--- src/rtl/apb_master.sv ---
// APB requester: one host request at a time, SETUP then ACCESS on PSEL1/PSEL2; 3-cycle turnaround with zero wait states.
// Host is backpressured through req_ready (high only in IDLE); ACCESS aborts with resp_err after TIMEOUT unready cycles.
module apb_master #(
    parameter int ADDR_W  = 8,
    parameter int DATA_W  = 8,
    parameter int TIMEOUT = 15,
    parameter int TO_W    = 4
) (
    input  logic              PCLK,
    input  logic              PRESET,
    input  logic              req_valid,
    output logic              req_ready,
    input  logic              req_write,
    input  logic [ADDR_W:0]   req_addr,
    input  logic [DATA_W-1:0] req_wdata,
    output logic              resp_valid,
    output logic [DATA_W-1:0] resp_rdata,
    output logic              resp_err,
    output logic              PSEL1,
    output logic              PSEL2,
    output logic              PENABLE,
    output logic              PWRITE,
    output logic [ADDR_W-1:0] PADDR,
    output logic [DATA_W-1:0] PWDATA,
    input  logic [DATA_W-1:0] PRDATA1,
    input  logic [DATA_W-1:0] PRDATA2,
    input  logic              PREADY
);

    typedef enum logic [1:0] {IDLE, SETUP, ACCESS} state_t;

    localparam logic [TO_W-1:0] TO_LAST = (TIMEOUT == 0) ? '0 : TO_W'(TIMEOUT - 1);

    state_t            state_q, state_d;
    logic              psel1_q, psel1_d;
    logic              psel2_q, psel2_d;
    logic              penable_q, penable_d;
    logic              pwrite_q, pwrite_d;
    logic [ADDR_W-1:0] paddr_q, paddr_d;
    logic [DATA_W-1:0] pwdata_q, pwdata_d;
    logic              resp_valid_q, resp_valid_d;
    logic [DATA_W-1:0] resp_rdata_q, resp_rdata_d;
    logic              resp_err_q, resp_err_d;
    logic [TO_W-1:0]   wait_cnt_q, wait_cnt_d;

    always_comb begin
        state_d      = state_q;
        psel1_d      = psel1_q;
        psel2_d      = psel2_q;
        penable_d    = penable_q;
        pwrite_d     = pwrite_q;
        paddr_d      = paddr_q;
        pwdata_d     = pwdata_q;
        resp_valid_d = 1'b0;
        resp_rdata_d = resp_rdata_q;
        resp_err_d   = resp_err_q;
        wait_cnt_d   = wait_cnt_q;

        case (state_q)
            IDLE: begin
                if (req_valid) begin
                    pwrite_d  = req_write;
                    paddr_d   = req_addr[ADDR_W-1:0];
                    pwdata_d  = req_wdata;
                    psel1_d   = ~req_addr[ADDR_W];
                    psel2_d   = req_addr[ADDR_W];
                    penable_d = 1'b0;
                    state_d   = SETUP;
                end
            end
            SETUP: begin
                penable_d  = 1'b1;
                wait_cnt_d = '0;
                state_d    = ACCESS;
            end
            ACCESS: begin
                if (PREADY) begin
                    psel1_d      = 1'b0;
                    psel2_d      = 1'b0;
                    penable_d    = 1'b0;
                    resp_rdata_d = pwrite_q ? '0 : (psel2_q ? PRDATA2 : PRDATA1);
                    resp_valid_d = 1'b1;
                    resp_err_d   = 1'b0;
                    state_d      = IDLE;
                end else if ((TIMEOUT != 0) && (wait_cnt_q == TO_LAST)) begin
                    psel1_d      = 1'b0;
                    psel2_d      = 1'b0;
                    penable_d    = 1'b0;
                    resp_rdata_d = '0;
                    resp_valid_d = 1'b1;
                    resp_err_d   = 1'b1;
                    state_d      = IDLE;
                end else begin
                    wait_cnt_d = wait_cnt_q + 1'b1;
                end
            end
            default: state_d = IDLE;
        endcase
    end

    always_ff @(posedge PCLK) begin
        if (PRESET) begin
            state_q      <= IDLE;
            psel1_q      <= 1'b0;
            psel2_q      <= 1'b0;
            penable_q    <= 1'b0;
            pwrite_q     <= 1'b0;
            paddr_q      <= '0;
            pwdata_q     <= '0;
            resp_valid_q <= 1'b0;
            resp_rdata_q <= '0;
            resp_err_q   <= 1'b0;
            wait_cnt_q   <= '0;
        end else begin
            state_q      <= state_d;
            psel1_q      <= psel1_d;
            psel2_q      <= psel2_d;
            penable_q    <= penable_d;
            pwrite_q     <= pwrite_d;
            paddr_q      <= paddr_d;
            pwdata_q     <= pwdata_d;
            resp_valid_q <= resp_valid_d;
            resp_rdata_q <= resp_rdata_d;
            resp_err_q   <= resp_err_d;
            wait_cnt_q   <= wait_cnt_d;
        end
    end

    assign req_ready  = (state_q == IDLE) & ~PRESET;
    assign resp_valid = resp_valid_q;
    assign resp_rdata = resp_rdata_q;
    assign resp_err   = resp_err_q;
    assign PSEL1      = psel1_q;
    assign PSEL2      = psel2_q;
    assign PENABLE    = penable_q;
    assign PWRITE     = pwrite_q;
    assign PADDR      = paddr_q;
    assign PWDATA     = pwdata_q;

endmodule

--- config.mk ---
export PLATFORM = sky130hd
export DESIGN_NAME = apb_master
export DESIGN_NICKNAME = d
export VERILOG_FILES = /design/src/rtl/apb_master.sv
export SDC_FILE = /design/constraint.sdc
export NUM_CORES = 1
export LEC_CHECK = 0
export CORE_MARGIN = 2
export CORE_UTILIZATION = 44
export CTS_BUF_LIST = sky130_fd_sc_hd__clkbuf_8
export CTS_CLUSTER_SIZE = 16
export DETAILED_ROUTE_END_ITERATION = 8
export PLACE_DENSITY = 0.95
export SLEW_MARGIN = 20
export SYNTH_ARGS = -nofsm -noshare
export SYNTH_HDL_FRONTEND = slang
export SYNTH_SLANG_ARGS = --single-unit
export TNS_END_PERCENT = 20
--- constraint.sdc ---
create_clock -name PCLK -period 4.3 [get_ports PCLK]
set_input_delay 0.645 -clock PCLK [delete_from_list [all_inputs] [get_ports PCLK]]
set_output_delay 0.645 -clock PCLK [all_outputs]
set_load 0.1 [all_outputs]
# After elaboration in Yosys (flattened, before gate mapping)
# Cells that the tools add are included.
totals:
  wordCells: 58
  output_inout_bits: 31
  register_bits: 36
  inputBits: 38
classes:
  mux: 23
  reduce_logical: 12
  eq_ne: 7
  addsub: 1
  n_bitwise: 4
ops:
  columns: ["operator", "n"]
  rows:
  - ["8-bit two-way mux", 4]
  - ["1-bit two-way mux", 9]
  - ["3-bit AND reduction", 3]
  - ["4-bit two-way mux", 2]
  - ["4-bit case mux with 2 select lines", 1]
  - ["2-bit two-way mux", 3]
  - ["2-bit inequality test, second input constant", 3]
  - ["2-bit case mux with 3 select lines", 1]
  - ["2-bit AND reduction", 3]
  - ["2-bit nonzero test", 3]
  - ["4-bit by 1-bit adder with 4-bit output, second input constant", 1]
  - ["4-bit == test, second input constant", 1]
  - ["1-bit case mux with 2 select lines", 2]
  - ["3-bit inequality test, second input constant", 1]
  - ["1-bit inverter", 3]
  - ["1-bit case mux with 3 select lines", 1]
  - ["3-bit nonzero test", 1]
  - ["2-bit by 1-bit == test with 1-bit output, second input constant", 1]
  - ["2-bit == test, second input constant", 1]
  - ["2-bit logical NOT", 1]
  - ["2-bit OR reduction", 1]
  - ["1-bit AND", 1]

# Depth between registers and ports, before layout
logic_depth:
  ltp_word: 4
  ltp_mapped: 5
  mapped_depth_nobuf: 5

# Worst setup path before layout
# OpenSTA, ideal clock, no wires.
synth_timing:
  kind: "input to output"
  start: "in PRESET"
  end: "out req_ready"
  arrival_time_ns: 3.012
  required_ns: 3.655
  cell_stages: 3
  setup_slack_ns: 0.643
  path_cell_list: "clkbuf_1 > clkbuf_1 > nor3_1"
synth_via:
  elab_chain_cells: 2
synth_rtl:
  columns: ["element", "line_no", "rtl"]
  rows:
  - ["start, declared", "10", "input logic PRESET,"]
  - ["1-bit inverter", "129", "assign req_ready = (state_q == IDLE) & ~PRESET;"]
  - ["1-bit AND", "129", null]
  - ["end, declared", "12", "output logic req_ready,"]
# No other way between the ends.

# Worst setup path after layout
layout_timing:
  start: "reg psel2_q, in the netlist PSEL2"
  end: "out PSEL2"
layout_rtl:
  columns: ["element", "line_no", "rtl"]
  rows:
  - ["start, declared", "36", "logic psel2_q, psel2_d;"]
  - ["start signal, assigned", "117", "psel2_q <= psel2_d;"]
  - ["end, declared", "20", "output logic PSEL2,"]
# No word-level cell between the ends.

==> flow_summary.yaml <==
cells_and_area:
  multiInputGateArea_um2: 656
  area_delta_synth_final_pct: 58.5
  fillers: 222
  instances_no_fill: 268
  drive_above_1_share_pct: 5.80
  final_nets: 263
  regArea_um2: 721
  antenna_cells: 0
route:
  drt-total-wl_um: 3630
  num_vias: 1349
  drc_errors: 0
  viasPerCell: 5.03
  drtPass1Iterations: 5
  postRouteAntennaNets: 0
  drt-initial-drc-count: 38
  wl_per_cell_um: 13.5
timing:
  min_period_ns: 2.79
  drv_slew: 0
  holdWs_ns: 0.453
  finalHoldViolations: 0
  fin_crit_sh_pct: 64.8
  tightest_slew_ns: 1.00
  fin_skew_ns: 0.00511
  finalSetupViolCount: 0
  rsz0062_at_grt: "no"
  maxSlewHeadroom_pct: 33.1
  finalSetupTns_ns: 0
  fin_ws_ns: 1.51
  max_freq_ghz: 0.359
global_route:
  grt_overflow: 0
  grt_pass1_vias: 1264
  grt_usage_pct: 20.8
  antenna_found_initial: 0
  grt_max_degree: 34
  grt_pass1_wl_um: 5550
clock_tree:
  cts_hold_buf: 0
  cts-root-buf: "clkbuf_8"
  cts_tree: "yes"
  clk_pin_slew_ns: 0.07
  cts_sinks: 36
  clock_latency_ns: 0.29
  cts_buffers: 5
  post_cts_resized: 0
  clk_path_buf_depth: 2
  post_cts_buffers: 0
  h-tree-depth: 2
yosys:
  ys_ff_latch: 36
  syn_area_um2: 1420
  ys_warn_count: 0
  synth.top_cell.area_share_pct: 50.8
  avgSynthCellArea_um2: 9.03
  syn_nets: 197
  yosysUniqueCellTypes: 30
  synth_top_cell_by_area: "dfxtp_1"
  synth_cells: 157
  synth_area_leaders: "dfxtp_1 (51%), nand2_1 (9.3%), a21oi_1 (7.8%)"
  seq_area_frac_synth_pct: 50.8
critical_path:
  endpoint_kind: "output port"
  timing.reg2reg.setup_slack_ns: 2.65
  cp_slowest_stage_delay_ns: 1.23
  r2r-start: "wait_cnt_q[0]"
  crit_path_end: "PSEL2"
  worstPathRequired_ns: 3.65
  critPathArrivalTime_ns: 2.14
  regToRegEndpoint: "resp_err"
  crit_chain: "clkdlybuf4s50_1"
  start_kind: "register"
  critical_path_class: "register to output port"
  crit_cells: 1
  critPathMaxFanout: 10
  slowest_stage: "clkdlybuf4s50_1"
  startpoint: "PSEL2"
  crit_family: "buffers and inverters"
  cp_num_buf_inv: 1
  ff2ff_path_depth: 5
die:
  dieArea_um2: 3690
  core_um2: 3050
  num_rows: 20
  io_pins: 69
  fp.dieH_um: 60.8
  fp.dieW_um: 60.8
  start_util_pct: 46.4
placement:
  io_buffers: 68
  gp_congestion: 0.789
  hpwl_um: 2540
  dp_slack_ns: 1.81
  post-place-cells: 260
job:
  cap_violations: 0
pwr:
  p_total_uw: 901
  peakVddDrop_uv: 300
  power.density_nw_per_um2: 401
  power.leakage_uw: 0.000814
outcome:
  outcome: "complete, no violations"
min_path:
  hp-class: "register to register"
==> registers in the layout, indices dropped and copies added, names as in the netlist <==
name / cells
PSEL1: 1
resp_err: 1
PSEL2: 1
resp_valid: 1
PADDR: 8
PENABLE: 1
PWRITE: 1
PWDATA: 8
wait_cnt_q: 4
resp_rdata: 8
state_q: 2
==> power breakdown <==
part / total (uW) / internal [uW] / switching [uW] / leakage (uW)
Clock: 319 / 204 / 114 / 0.0000645
Combinational: 221 / 71.3 / 150 / 0.000456
Sequential: 361 / 349 / 11.8 / 0.000294
Total: 901 / 625 / 276 / 0.000814
==> layout make-up <==
type                    count  share of cell area [%]
flip-flops and latches     36                    32.1
repair buffers             69                    30.5
multi-input cells         110                    29.2
clock buffers               7                    4.29
well taps                  44                    2.45
clock inverters             1                    1.34
inverters                   1                   0.167
==> cell usage after synthesis, drive strengths merged <==
master and instances:
a31o 1, a31oi 2, mux2i 9, buf 5, nor2 4, ha 2
a21oi 23, or4 1, and2b 2, nor3 3, nor3b 1, nand3 4
o21a 1, o211ai 4, inv 1, dfxtp 36, nand2 35, clkbuf 5
nand2b 1, o32ai 1, or3 2, or3b 1, nand3b 2, or2b 1
o2bb2ai 8, o21ai 1, nand4 1
==> how the worst min path moves through the flow <==
stage,from,to,slack (ns),cells after the start
global placement,PWDATA[4],PWDATA[4],0.44,2
detailed placement,resp_rdata[0],resp_rdata[0],0.45,1
floorplan,wait_cnt_q[0],wait_cnt_q[0],0.49,2
CTS,PWDATA[4],PWDATA[4],0.46,2
global route,PWDATA[2],PWDATA[2],0.47,2
finish,PWDATA[4],PWDATA[4],0.45,2
==> routing by layer <==
| layer | share of wire [%] | track usage, % | vias to the layer above |
|---|---|---|---|
| met5 | 0 | 0 | - |
| met4 | 2.0 | 7.76 | 0 |
| met3 | 9.3 | 8.74 | 7 |
| met2 | 51 | 37.5 | 51 |
| met1 | 38 | 21.5 | 607 |
| li1 | - | - | 684 |
==> cell usage in the layout (no fill, tap or decap), drive strengths merged, types with 2 or more instances in the layout <==
cell and instances:
clkdlybuf4s50 67, dfxtp 36, nand2 35, a21oi 23, mux2i 9, o2bb2ai 8, clkbuf 7, nor2 4
nand3 4, o211ai 4, nor3 3, and2b 2, or3 2, nand3b 2, a31oi 2, ha 2
buf 2
==> metrics by stage <==
step | utilization [%] | area [um^2]
6_report | 73.6 | 2250
5_1_grt | 73.6 | 2250
4_1_cts | 73.4 | 2240
3_5_place_dp | 69.3 | 2110
3_3_place_gp | 69.3 | 2110
2_1_floorplan | - | 1420
==> kinds of logic after synthesis <==
family | count (synthesis) | synth area share (%)
AND/OR/NAND/NOR | 58 | 19.2
AO/OA/AOI/OAI | 41 | 18.4
flip-flops | 36 | 50.8
multiplexers | 9 | 6.36
buffers and inverters | 11 | 3.35
adder cells (fa/ha/maj) | 2 | 1.76
Note: power is estimated with default switching activity, not from simulation.
